`config.mk`:
```
export PLATFORM = sky130hd
export DESIGN_NAME = flag_unit_flat
export DESIGN_NICKNAME = d
export VERILOG_FILES = /design/src/rtl/flag_unit_if.sv /design/src/rtl/flag_unit.sv /design/src/flat_wrapper.sv
export SDC_FILE = /design/constraint.sdc
export NUM_CORES = 1
export LEC_CHECK = 0
export BUFFER_PORTS_ARGS = -buffer_cell sky130_fd_sc_hd__buf_2
export CAP_MARGIN = 25
export CORE_ASPECT_RATIO = 0.8
export CORE_UTILIZATION = 25
export DETAILED_ROUTE_END_ITERATION = 16
export HOLD_SLACK_MARGIN = 0.12
export PLACE_DENSITY = 0.46
export SLEW_MARGIN = 20
export SYNTH_ARGS = -nofsm -noshare
export SYNTH_HDL_FRONTEND = slang
export SYNTH_SLANG_ARGS = --single-unit
```
`constraint.sdc`:
```
create_clock -name clock -period 3.4 [get_ports clock]
set_input_delay 0 -clock clock [delete_from_list [all_inputs] [get_ports clock]]
set_output_delay 0 -clock clock [all_outputs]
set_load 0.02 [all_outputs]
```
`src/rtl/flag_unit_if.sv`:
```
// Bus bundle between the ALU stage / decoder and the flag unit.
// The master drives operands and control, and the slave returns the registered flags.
interface flag_unit_if #(
   parameter int WIDTH = 16
);
   logic [1:0]       op_class;
   logic [WIDTH-1:0] a;
   logic [WIDTH-1:0] b;
   logic             psr_load;
   logic [4:0]       psr_in;
   logic             save;
   logic             restore;
   logic [4:0]       flags;
   logic             shadow_valid;
   logic             restore_err;

   modport master (
      output op_class, a, b, psr_load, psr_in, save, restore,
      input  flags, shadow_valid, restore_err
   );

   modport slave (
      input  op_class, a, b, psr_load, psr_in, save, restore,
      output flags, shadow_valid, restore_err
   );
endinterface

```
`src/rtl/flag_unit.sv`:
```
// Condition-flag register: computes C/L/F/Z/N from ALU/compare operands.
// Also supports PSR load and a one-deep interrupt shadow.
module flag_unit #(
   parameter int WIDTH = 16
) (
   input  logic      clock,
   input  logic      reset,
   flag_unit_if.slave bus
);
   localparam int MSB = WIDTH - 1;

   localparam int C_BIT = 0;
   localparam int L_BIT = 1;
   localparam int F_BIT = 2;
   localparam int Z_BIT = 3;
   localparam int N_BIT = 4;

   logic [4:0]       flags_q, flags_d;
   logic [4:0]       shadow_q, shadow_d;
   logic             shadowValid_q, shadowValid_d;
   logic             restoreErr_q, restoreErr_d;

   logic [WIDTH-1:0] sumW;
   logic [WIDTH-1:0] diffW;
   logic             restoreValid;
   logic [4:0]       computed;

   assign sumW         = bus.b + bus.a;
   assign diffW        = bus.b - bus.a;
   assign restoreValid = bus.restore && shadowValid_q;

   // Each class rewrites only its own flags and passes the rest through.
   // ADD carry-out is detected as the wrapped sum falling below an operand.
   always_comb begin
      computed = flags_q;
      unique case (bus.op_class)
         2'b01: begin
            computed[C_BIT] = (sumW < bus.b);
            computed[F_BIT] = (bus.a[MSB] == bus.b[MSB]) && (sumW[MSB] != bus.b[MSB]);
         end
         2'b10: begin
            computed[C_BIT] = (bus.b < bus.a);
            computed[F_BIT] = (bus.a[MSB] != bus.b[MSB]) && (diffW[MSB] != bus.b[MSB]);
         end
         2'b11: begin
            computed[Z_BIT] = (diffW == '0);
            computed[L_BIT] = (bus.b < bus.a);
            computed[N_BIT] = ($signed(bus.b) < $signed(bus.a));
         end
         default: computed = flags_q;
      endcase
   end

   // A valid restore outranks psr_load, which outranks the computed update.
   // The shadow always captures the pre-edge flags, so save+restore is a swap.
   always_comb begin
      flags_d       = flags_q;
      shadow_d      = shadow_q;
      shadowValid_d = shadowValid_q;
      restoreErr_d  = restoreErr_q;

      if (restoreValid) begin
         flags_d = shadow_q;
      end else if (bus.psr_load) begin
         flags_d = bus.psr_in;
      end else begin
         flags_d = computed;
      end

      if (bus.save) begin
         shadow_d      = flags_q;
         shadowValid_d = 1'b1;
      end else if (restoreValid) begin
         shadowValid_d = 1'b0;
      end

      if (bus.restore && !shadowValid_q) begin
         restoreErr_d = 1'b1;
      end
   end

   always_ff @(posedge clock) begin
      if (reset) begin
         flags_q       <= 5'b00000;
         shadow_q      <= 5'b00000;
         shadowValid_q <= 1'b0;
         restoreErr_q  <= 1'b0;
      end else begin
         flags_q       <= flags_d;
         shadow_q      <= shadow_d;
         shadowValid_q <= shadowValid_d;
         restoreErr_q  <= restoreErr_d;
      end
   end

   assign bus.flags        = flags_q;
   assign bus.shadow_valid = shadowValid_q;
   assign bus.restore_err  = restoreErr_q;
endmodule

```
`src/flat_wrapper.sv`:
```
// flat-port wrapper written by rule: the top's interface ports become plain ports
module flag_unit_flat 
#(
   parameter int WIDTH = 16
)
  (clock, reset, bus_op_class, bus_a, bus_b, bus_psr_load, bus_psr_in, bus_save, bus_restore, bus_flags, bus_shadow_valid, bus_restore_err);
  flag_unit_if #(.WIDTH(WIDTH)) bus_i ();
  input  logic clock;
  input  logic reset;
  input wire logic [$bits(bus_i.op_class)-1:0] bus_op_class;
  input wire logic [$bits(bus_i.a)-1:0] bus_a;
  input wire logic [$bits(bus_i.b)-1:0] bus_b;
  input wire logic [$bits(bus_i.psr_load)-1:0] bus_psr_load;
  input wire logic [$bits(bus_i.psr_in)-1:0] bus_psr_in;
  input wire logic [$bits(bus_i.save)-1:0] bus_save;
  input wire logic [$bits(bus_i.restore)-1:0] bus_restore;
  output wire logic [$bits(bus_i.flags)-1:0] bus_flags;
  output wire logic [$bits(bus_i.shadow_valid)-1:0] bus_shadow_valid;
  output wire logic [$bits(bus_i.restore_err)-1:0] bus_restore_err;
  assign bus_i.op_class = bus_op_class;
  assign bus_i.a = bus_a;
  assign bus_i.b = bus_b;
  assign bus_i.psr_load = bus_psr_load;
  assign bus_i.psr_in = bus_psr_in;
  assign bus_i.save = bus_save;
  assign bus_i.restore = bus_restore;
  assign bus_flags = bus_i.flags;
  assign bus_shadow_valid = bus_i.shadow_valid;
  assign bus_restore_err = bus_i.restore_err;
  flag_unit #(.WIDTH(WIDTH)) u_core (.clock(clock), .reset(reset), .bus(bus_i));
endmodule
```
==> impl_metrics.json, run 1 <==
{
  "status": "finished, final reports clean",
  "core_um2": 9610,
  "powerDensity_nw_per_um2": 285,
  "synth-compound-area-share_pct": 28.0,
  "area_growth_syn_to_layout_pct": 23.7,
  "timing.rr.end": "u_core.bus.flags[3]$_SDFFE_PP0P_",
  "clock_sinks": 12,
  "fin_setup_tns_ns": 0,
  "via_per_inst": 4.81,
  "cts_tree": "built",
  "grt.total_usage_pct": 12.8,
  "ff_latch_area_um2": 240,
  "slowest_delay_ns": 0.38,
  "multiInputGateArea_um2": 2030,
  "clockBufferDepth": 2,
  "power_mw": 0.869,
  "path_delay_family": "compound AO/OA/AOI/OAI gates",
  "synthAdderAreaFrac_pct": 23.7,
  "syn-num-nets": 415,
  "worst_r2r_startpoint": "u_core.bus.shadow_valid$_SDFFE_PP0P_",
  "hold_violations": 0,
  "relSlewSlack_pct": 57.8,
  "drt_iter0_markers": 93,
  "yosysSeqAreaShare_pct": 9.76,
  "fin_crit_ns": 3.10,
  "irDropWorstVdd_uv": 124,
  "cts_made_buffers": 3,
  "r2r_setup_slack_ns": 1.43,
  "grt_start_max_net_pins": 16,
  "die_area_um2": 10300,
  "gp_congestion": 0.800,
  "worstPathRequired_ns": 3.59,
  "cp-end-kind": "flop",
  "holdPathStages": 3,
  "arrival_ns": 3.28,
  "fillers": 1073,
  "critical_path_class": "primary input to flop",
  "antenna_found_initial": 0,
  "rows": 32,
  "io_pins": 51,
  "netlist_area_um2": 2460,
  "synth.distinct_cells": 66,
  "highest_layer": "met4",
  "worst_pin_slew_ns": 0.617,
  "synth-main-ff-cell": "dfxtp_1",
  "avgSynthCellArea_um2": 7.58,
  "wl_met1_um": 3570,
  "dp_hpwl_um": 5350,
  "num_vias": 2408,
  "ys_async_sr_fraction_pct": 0,
  "port_buffers": 50,
  "num-nets-final": 474,
  "postSynthCellCount": 325,
  "setup_viol": 0,
  "period_share_pct": 91.1,
  "cp_cell_sequence": "buf_2 -> ha_1 -> inv_1 -> fa_2 -> o21bai_1 -> a21oi_2 -> nor2_2 -> o41ai_2 -> buf_4 -> o211ai_1 -> a2111o_1 -> o211ai_1 -> ha_1 -> a21o_1 -> a211oi_2 -> nand2_1 -> o221ai_2 -> a21oi_1 -> a31oi_1 -> o221a_2",
  "grt.overflow.total": 0,
  "start_util_pct": 25.6,
  "grt_pass1_wl_um": 10900,
  "clk_pin_slew_ns": 0.04,
  "final_cell_mix": "50 x buf_2, 46 x inv_1, 45 x ha_1",
  "fin_hold_ws_ns": 0.125,
  "ant_nets": 0,
  "diodes": 0,
  "min-delay-start": "bus_save",
  "wl_per_cell_um": 12.6,
  "routed-wl-met2_um": 2530,
  "r2r_cells": 7,
  "max_freq_mhz": 323,
  "die_h_um": 90.8,
  "synth.area.top_cells": "ha_1 23%, dfxtp_1 9.8%, inv_1 7.0%",
  "hold_path_class": "primary input to flop",
  "path_max_fanout": 3,
  "yosysTopAreaCell": "ha_1",
  "dp_cells": 495,
  "yosysWarnings": 0,
  "timing.clock.skew_ns": 0.00276,
  "cp_slowest_cell": "a2111o_1",
  "startpoint_type": "primary input",
  "drv_slew": 0,
  "synth_edf_count": 0,
  "timing.max_cap.violations": 0,
  "drive_gt1_share_pct": 22.3,
  "post_cts_buffers": 0,
  "pre_cts_slack_ns": -0.120,
  "synth_top_cell_area_share_pct": 22.9,
  "routed_wl_um": 6320,
  "remaining_drc_errors": 0,
  "htree_levels": 1,
  "drtPass1Iterations": 4,
  "die_width_um": 113,
  "final_common_cell": "buf_2",
  "hold_end": "u_core.bus.shadow_valid$_SDFFE_PP0P_",
  "grt_pass1_vias": 2307,
  "synth_seq_cells": 12,
  "p_leak_nw": 1.54,
  "wl_met3_um": 184,
  "synth-simple-area-share_pct": 20.3,
  "cp_num_buf_inv": 3,
  "synthMuxAreaShare_pct": 2.03,
  "clk_latency_ns": 0.24,
  "synth_top_family_by_area": "compound AO/OA/AOI/OAI gates",
  "worst_slack_ns": 0.304,
  "fin_cells": 501,
  "cts_root_buffer": "clkbuf_16",
  "synth_xor_area_share_pct": 6.76
}
## worst min-delay path: stages
cell     delay [ns]
buf_2          0.19
a21oi_1        0.06
nor2_1         0.07
## metrics by stage
stage          instance area (um^2)  utilization [%]
6_report                       3050             31.7
5_1_grt                        3050             31.7
4_1_cts                        3000             31.3
3_5_place_dp                   2900             30.2
3_3_place_gp                   2900             30.2
2_1_floorplan                  2460                -
## flip-flops by register name, summed over array words and instances, names as in the netlist
register and count:
u_core.bus.flags 5, u_core.bus.restore_err 1, u_core.bus.shadow_valid 1, u_core.shadow_q 5
## power breakdown
part           switching (mW)  internal (mW)  leakage, nW
sequential            0.00858          0.153       0.0989
clock                  0.0580          0.153       0.0370
combinational           0.271          0.226         1.40
## routing by layer
layer	vias to the layer above	GRT usage, %
li1	1266	-
met2	43	19.7
met1	1095	19.4
met5	-	0
met3	4	0.872
met4	0	2.74
## repair_timing
action | CTS | global route
resized for setup | 0 | 8
hold buffers | 3 | 0
setup endpoints to repair | 0 | 1
hold endpoints to repair | 6 | 0
## cells in the mapped netlist, drive strengths merged, types with 2 or more instances
library cell  count
a211o             2
nor3              4
xnor2            10
o31a              2
nor3b             5
and3              2
a21o              8
nor2b             6
a2111oi           3
a21oi            20
nand3b            2
nand2b            5
nor4              2
clkbuf            7
inv              46
a211oi            4
o21bai            5
ha               45
mux2i             5
o21ai             8
o2111ai           2
buf               5
a31oi             3
or3               6
o211ai            5
o21a              3
xor2              9
o311ai            2
o41ai             4
nand3             4
o221ai            3
o31ai             2
nor2             35
dfxtp            12
nand2            18
and2              2
## cell type report
type / count / share of cell area (%)
inverters: 46 / 5.67
well taps: 119 / 4.89
flip-flops and latches: 12 / 7.89
clock buffers: 3 / 2.47
multi-input cells: 255 / 66.7
repair buffers: 66 / 12.4
## kinds of logic (layout without fill, tap and decap cells)
| family | after synthesis | in the layout |
|---|---|---|
| adders and majority gates | 46 | 46 |
| DFF | 12 | 12 |
| AOI/OAI and AO/OA | 88 | 88 |
| and+or+nand+nor | 97 | 97 |
| muxes | 5 | 5 |
| xor gates and xnor gates | 19 | 19 |
| buffers and inverters | 58 | 115 |
## how the worst max path moves through the flow
stage               slack (ns)      from                                to  depth (start not counted)
floorplan                 0.23  bus_b[0]  u_core.bus.flags[0]$_SDFFE_PP0P_                         18
global placement         -0.07  bus_b[0]  u_core.bus.flags[0]$_SDFFE_PP0P_                         20
detailed placement       -0.12  bus_b[0]  u_core.bus.flags[0]$_SDFFE_PP0P_                         20
CTS                       0.10  bus_b[0]  u_core.bus.flags[0]$_SDFFE_PP0P_                         20
global route             -0.01  bus_b[0]  u_core.bus.flags[0]$_SDFFE_PP0P_                         20
finish                    0.30  bus_b[0]  u_core.bus.flags[0]$_SDFFE_PP0P_                         20
No activity file was read; power rests on OpenSTA's default activity.
==> run 2: changes to the inputs <==
--- a/config.mk
+++ b/config.mk
@@ -8,10 +8,12 @@
 export BUFFER_PORTS_ARGS = -buffer_cell sky130_fd_sc_hd__buf_2
 export CAP_MARGIN = 25
 export CORE_ASPECT_RATIO = 0.8
+export CORE_MARGIN = 2
 export CORE_UTILIZATION = 25
 export DETAILED_ROUTE_END_ITERATION = 16
 export HOLD_SLACK_MARGIN = 0.12
 export PLACE_DENSITY = 0.46
+export SKIP_LAST_GASP = 1
 export SLEW_MARGIN = 20
 export SYNTH_ARGS = -nofsm -noshare
 export SYNTH_HDL_FRONTEND = slang
==> impl_metrics.json, run 2 (synthesis gave the netlist of run 1 again) <==
{
  "relSlewSlack_pct": 62.1,
  "remaining_drc_errors": 0,
  "cp-end-kind": "flop",
  "path_max_fanout": 2,
  "die_width_um": 115,
  "worstPathRequired_ns": 3.58,
  "port_buffers": 50,
  "period_share_pct": 92.6,
  "clk_pin_slew_ns": 0.04,
  "cp_num_buf_inv": 4,
  "ant_nets": 0,
  "drt_iter0_markers": 145,
  "start_util_pct": 25.6,
  "gp_congestion": 0.766,
  "die_area_um2": 10700,
  "diodes": 0,
  "critical_path_class": "primary input to flop",
  "hold_path_class": "primary input to flop",
  "pre_cts_slack_ns": -0.0984,
  "timing.clock.skew_ns": 0.00199,
  "antenna_found_initial": 0,
  "status": "finished, final reports clean",
  "num-nets-final": 475,
  "clockBufferDepth": 2,
  "grt_pass1_wl_um": 10700,
  "fin_crit_ns": 3.15,
  "area_growth_syn_to_layout_pct": 24.3,
  "drv_slew": 0,
  "htree_levels": 1,
  "final_cell_mix": "50 x buf_2, 46 x inv_1, 45 x ha_1",
  "worst_pin_slew_ns": 0.569,
  "rows": 32,
  "cts_tree": "built",
  "num_vias": 2400,
  "arrival_ns": 3.33,
  "slowest_delay_ns": 0.34,
  "wl_per_cell_um": 12.5,
  "clk_latency_ns": 0.24,
  "grt_pass1_vias": 2281,
  "timing.max_cap.violations": 0,
  "fin_cells": 503,
  "cp_slowest_cell": "ha_1",
  "grt.total_usage_pct": 11.9,
  "grt.overflow.total": 0,
  "p_leak_nw": 1.55,
  "drtPass1Iterations": 6,
  "startpoint_type": "primary input",
  "dp_cells": 496,
  "io_pins": 51,
  "max_freq_mhz": 317,
  "setup_viol": 0,
  "worst_slack_ns": 0.250,
  "core_um2": 9610,
  "via_per_inst": 4.77,
  "post_cts_buffers": 0,
  "grt_start_max_net_pins": 16,
  "drive_gt1_share_pct": 22.4,
  "cts_made_buffers": 3,
  "cp_cell_sequence": "buf_2 -> inv_1 -> ha_1 -> nand2b_1 -> a221oi_2 -> buf_4 -> o211a_1 -> o41ai_2 -> o31ai_2 -> buf_4 -> a211o_1 -> o311ai_2 -> ha_1 -> a211oi_2 -> nand2_1 -> o221ai_1 -> a21oi_1 -> a31oi_1 -> o221a_2",
  "hold_violations": 0,
  "dp_hpwl_um": 5380,
  "cts_root_buffer": "clkbuf_16",
  "clock_sinks": 12,
  "powerDensity_nw_per_um2": 290,
  "fin_setup_tns_ns": 0,
  "die_h_um": 92.8,
  "final_common_cell": "buf_2",
  "irDropWorstVdd_uv": 124,
  "routed_wl_um": 6290,
  "path_delay_family": "compound AO/OA/AOI/OAI gates"
}
==> run 2: worst reg2reg max path, stage by stage (launching register included) <==
cell and delay [ns]:
dfxtp_1 0.35, nand2_1 0.27, nand2_1 0.22, a21oi_1 0.14, nor4_1 0.35, o221ai_1 0.21
nor4_2 0.19, a41o_1 0.26
==> run 2: cell type report <==
| cell class | instances | area (um^2) |
|---|---|---|
| well taps | 119 | 149 |
| fillers | 1086 | 6550 |
| inverters | 46 | 173 |
| multi-input cells | 255 | 2030 |
| clock buffers | 4 | 88.8 |
| repair buffers | 67 | 385 |
| flip-flops and latches | 12 | 240 |
==> run 2: stage by stage <==
stage	power (mW)	instance area [um^2]	utilization (%)	hold slack, ns
floorplan	0.500	2460	-	0.145
global placement	0.638	2910	30.2	0.269
detailed placement	0.638	2910	30.2	0.272
CTS	0.886	3030	31.5	0.127
global route	0.969	3060	31.9	0.170
finish	0.889	3060	31.9	0.120
==> run 2: final timing paths <==
| path | start | end | slack, ns | depth (start not counted) |
|---|---|---|---|---|
| worst max-delay path | bus_a[1] | u_core.bus.flags[0]$_SDFFE_PP0P_ | 0.25 | 19 |
| worst min-delay path | bus_b[15] | u_core.bus.flags[2]$_SDFFE_PP0P_ | 0.12 | 3 |
| worst max register to register | u_core.bus.shadow_valid$_SDFFE_PP0P_ | u_core.bus.flags[3]$_SDFFE_PP0P_ | 1.34 | 7 |
| worst min register to register | u_core.shadow_q[0]$_SDFFE_PP0P_ | u_core.shadow_q[0]$_SDFFE_PP0P_ | 0.49 | 2 |
==> run 2: power breakdown <==
group	switching (mW)	internal (mW)	total (mW)	leakage [nW]
clock	0.0605	0.177	0.238	0.0442
combinational	0.265	0.226	0.490	1.40
sequential	0.00807	0.153	0.161	0.0989
total	0.333	0.556	0.889	1.55
==> run 2: timing repair <==
action | 4_1_cts | 5_1_grt
hold buffers | 3 | 0
resized for setup | 0 | 7
endpoints found under the hold margin | 7 | 0
setup endpoints to repair | 0 | 1
==> run 2: per-layer routing <==
layer  wire, um  global-route usage, %  vias up
met4         14                   1.81        0
met3        296                  0.785        2
met5          0                      0        -
met2       2500                   17.5       48
li1           -                      -     1266
met1       3470                   19.1     1084
==> run 3: changes to the inputs <==
--- a/config.mk
+++ b/config.mk
@@ -5,6 +5,7 @@
 export SDC_FILE = /design/constraint.sdc
 export NUM_CORES = 1
 export LEC_CHECK = 0
+export ABC_AREA = 1
 export BUFFER_PORTS_ARGS = -buffer_cell sky130_fd_sc_hd__buf_2
 export CAP_MARGIN = 25
 export CORE_ASPECT_RATIO = 0.8
@@ -12,7 +13,7 @@
 export CORE_UTILIZATION = 25
 export DETAILED_ROUTE_END_ITERATION = 16
 export HOLD_SLACK_MARGIN = 0.12
-export PLACE_DENSITY = 0.46
+export PLACE_DENSITY = 0.45
 export SKIP_LAST_GASP = 1
 export SLEW_MARGIN = 20
 export SYNTH_ARGS = -nofsm -noshare
==> impl_metrics.json, run 3 <==
{
  "diodes": 0,
  "slowest_delay_ns": 0.41,
  "remaining_drc_errors": 0,
  "powerDensity_nw_per_um2": 281,
  "syn-num-nets": 556,
  "postSynthCellCount": 466,
  "fin_cells": 664,
  "final_cell_mix": "111 x nand2_1, 93 x inv_1, 50 x buf_2",
  "start_util_pct": 25.4,
  "holdPathStages": 5,
  "antenna_found_initial": 0,
  "cp_cell_sequence": "buf_2 -> ha_1 -> inv_1 -> fa_1 -> o21bai_1 -> a21oi_1 -> o21ai_0 -> nand4_1 -> o211ai_1 -> xor2_1 -> ha_1 -> nand2_1 -> inv_1 -> nand3_1 -> nor3_1 -> o21ai_0 -> nand3_1 -> nand2_1 -> o22ai_1 -> nand2_1 -> nand2_1 -> a21oi_1",
  "die_h_um": 97.5,
  "grt_start_max_net_pins": 13,
  "status": "finished, final reports clean",
  "fin_setup_tns_ns": 0,
  "cp-end-kind": "flop",
  "worst_r2r_startpoint": "u_core.bus.shadow_valid$_SDFFE_PP0P_",
  "hold_end": "u_core.bus.flags[0]$_SDFFE_PP0P_",
  "clk_latency_ns": 0.24,
  "avgSynthCellArea_um2": 5.87,
  "synth.distinct_cells": 35,
  "ys_async_sr_fraction_pct": 0,
  "clock_sinks": 12,
  "drtPass1Iterations": 4,
  "routed_wl_um": 7850,
  "dp_cells": 655,
  "cts_root_buffer": "clkbuf_16",
  "synthAdderAreaFrac_pct": 21.3,
  "crit_path_frequent_cell": "nand2_1",
  "synth_top_cell_area_share_pct": 20.6,
  "clockBufferDepth": 2,
  "critical_path_class": "primary input to flop",
  "irDropWorstVdd_uv": 141,
  "yosysWarnings": 0,
  "synth_edf_count": 0,
  "area_growth_syn_to_layout_pct": 19.8,
  "relSlewSlack_pct": 65.7,
  "post_cts_buffers": 0,
  "grt.total_usage_pct": 13.8,
  "timing.max_cap.violations": 0,
  "grt_pass1_vias": 2938,
  "fin_util_pct": 30.4,
  "timing.rr.end": "u_core.bus.flags[0]$_SDFFE_PP0P_",
  "grt_pass1_wl_um": 13600,
  "drive_gt1_share_pct": 15.4,
  "period_share_pct": 88.2,
  "synthMuxAreaShare_pct": 0,
  "synth-main-ff-cell": "dfxtp_1",
  "r2r_cells": 6,
  "cts_made_buffers": 3,
  "via_per_inst": 4.46,
  "rows": 34,
  "synth-simple-area-share_pct": 33.5,
  "path_max_fanout": 3,
  "cts_tree": "built",
  "num_vias": 2960,
  "core_um2": 10800,
  "die_area_um2": 11800,
  "clk_pin_slew_ns": 0.04,
  "gp_congestion": 0.874,
  "setup_viol": 0,
  "p_leak_nw": 1.92,
  "htree_levels": 1,
  "worstPathRequired_ns": 3.53,
  "grt.overflow.total": 0,
  "synth_common_cells": "111 x nand2_1, 93 x inv_1, 45 x ha_1",
  "r2r_setup_slack_ns": 1.85,
  "port_buffers": 50,
  "die_width_um": 121,
  "path_delay_family": "compound AO/OA/AOI/OAI gates",
  "dp_hpwl_um": 6830,
  "fin_crit_ns": 3.00,
  "cp_slowest_cell": "fa_1",
  "startpoint_type": "primary input",
  "min-delay-start": "bus_psr_in[0]",
  "netlist_area_um2": 2730,
  "hold_violations": 0,
  "synth-compound-area-share_pct": 16.1,
  "drv_slew": 0,
  "synth_xor_area_share_pct": 5.13,
  "hold_path_class": "primary input to flop",
  "drt_iter0_markers": 157,
  "timing.clock.skew_ns": 0.00165,
  "final_common_cell": "nand2_1",
  "synth.area.top_cells": "ha_1 21%, nand2_1 15%, inv_1 13%",
  "rsz0062_at_grt": "no",
  "ant_nets": 0,
  "wl_per_cell_um": 11.8,
  "io_pins": 51,
  "worst_pin_slew_ns": 0.511,
  "synth.most_common_cell": "nand2_1",
  "yosysSeqAreaShare_pct": 8.79,
  "max_freq_mhz": 334,
  "cp_num_buf_inv": 3,
  "num-nets-final": 611,
  "yosysTopAreaCell": "ha_1",
  "arrival_ns": 3.13,
  "synth_seq_cells": 12,
  "synth_top_family_by_area": "simple AND/OR/NAND/NOR gates"
}
run 3: cell count changes in the layout (fill, tap and decap cells not counted), sizes merged, moves of 6 or more:
cell | previous run | this run
nand3 | 4 | 33
nor2 | 35 | 42
buf | 64 | 53
inv | 46 | 97
nand4 | 1 | 8
nor2b | 6 | 0
or3 | 6 | 0
xor2 | 9 | 16
a21oi | 20 | 41
xnor2 | 10 | 0
o21ai | 8 | 18
nand2 | 18 | 117
run 3: area by class of cell:
class / count / area, um^2
well taps: 144 / 180
fillers: 1227 / 7490
repair buffers: 58 / 323
inverters: 97 / 364
clock buffers: 4 / 88.8
flip-flops and latches: 12 / 240
multi-input cells: 349 / 2080
run 3: logic make-up after synthesis:
logic type      Yosys count
buf+inv                 105
compound gates           75
flops                    12
fa+ha+maj                46
xor+xnor                 16
simple gates            212
run 3: how the worst max path moves through the flow:
stage / from / endpoint / cells past startpoint
detailed placement: bus_b[0] / u_core.bus.flags[0]$_SDFFE_PP0P_ / 22
floorplan: bus_b[0] / u_core.bus.flags[0]$_SDFFE_PP0P_ / 20
global route: bus_b[0] / u_core.bus.flags[0]$_SDFFE_PP0P_ / 22
global placement: bus_b[0] / u_core.bus.flags[0]$_SDFFE_PP0P_ / 21
CTS: bus_b[0] / u_core.bus.flags[0]$_SDFFE_PP0P_ / 22
finish: bus_b[0] / u_core.bus.flags[0]$_SDFFE_PP0P_ / 22
run 3: timing repair:
action | CTS | global route
hold buffers | 5 | 0
resized for setup | 0 | 1
endpoints found under the hold margin | 8 | 0
endpoints found under the setup margin | 0 | 1
run 3: through the flow:
step                hold WS [ns]  area [um^2]  power [mW]  worst slack, ns
floorplan                 0.0691         2730       0.534            0.818
global placement           0.254         3130       0.680            0.248
detailed placement         0.255         3130       0.678            0.128
CTS                        0.154         3270       0.926            0.369
global route               0.179         3280        1.01           0.0313
finish                     0.153         3280       0.920            0.402
run 3: worst min-delay path: cells and delay by family:
| kind | cells | cell delay [ns] |
|---|---|---|
| AOI/OAI and AO/OA | 2 | 0.17 |
| buffers and inverters | 1 | 0.08 |
| and+or+nand+nor | 2 | 0.10 |
run 3: layer usage:
layer / track usage (%) / wire (um)
met2: 21.5 / 3210
met3: 1.94 / 416
met4: 1.34 / 57
met5: 0 / 0
met1: 20.6 / 4170
run 3: report_power, final:
group	internal [mW]	switching, mW
Clock	0.177	0.0602
Sequential	0.153	0.00656
Combinational	0.195	0.328
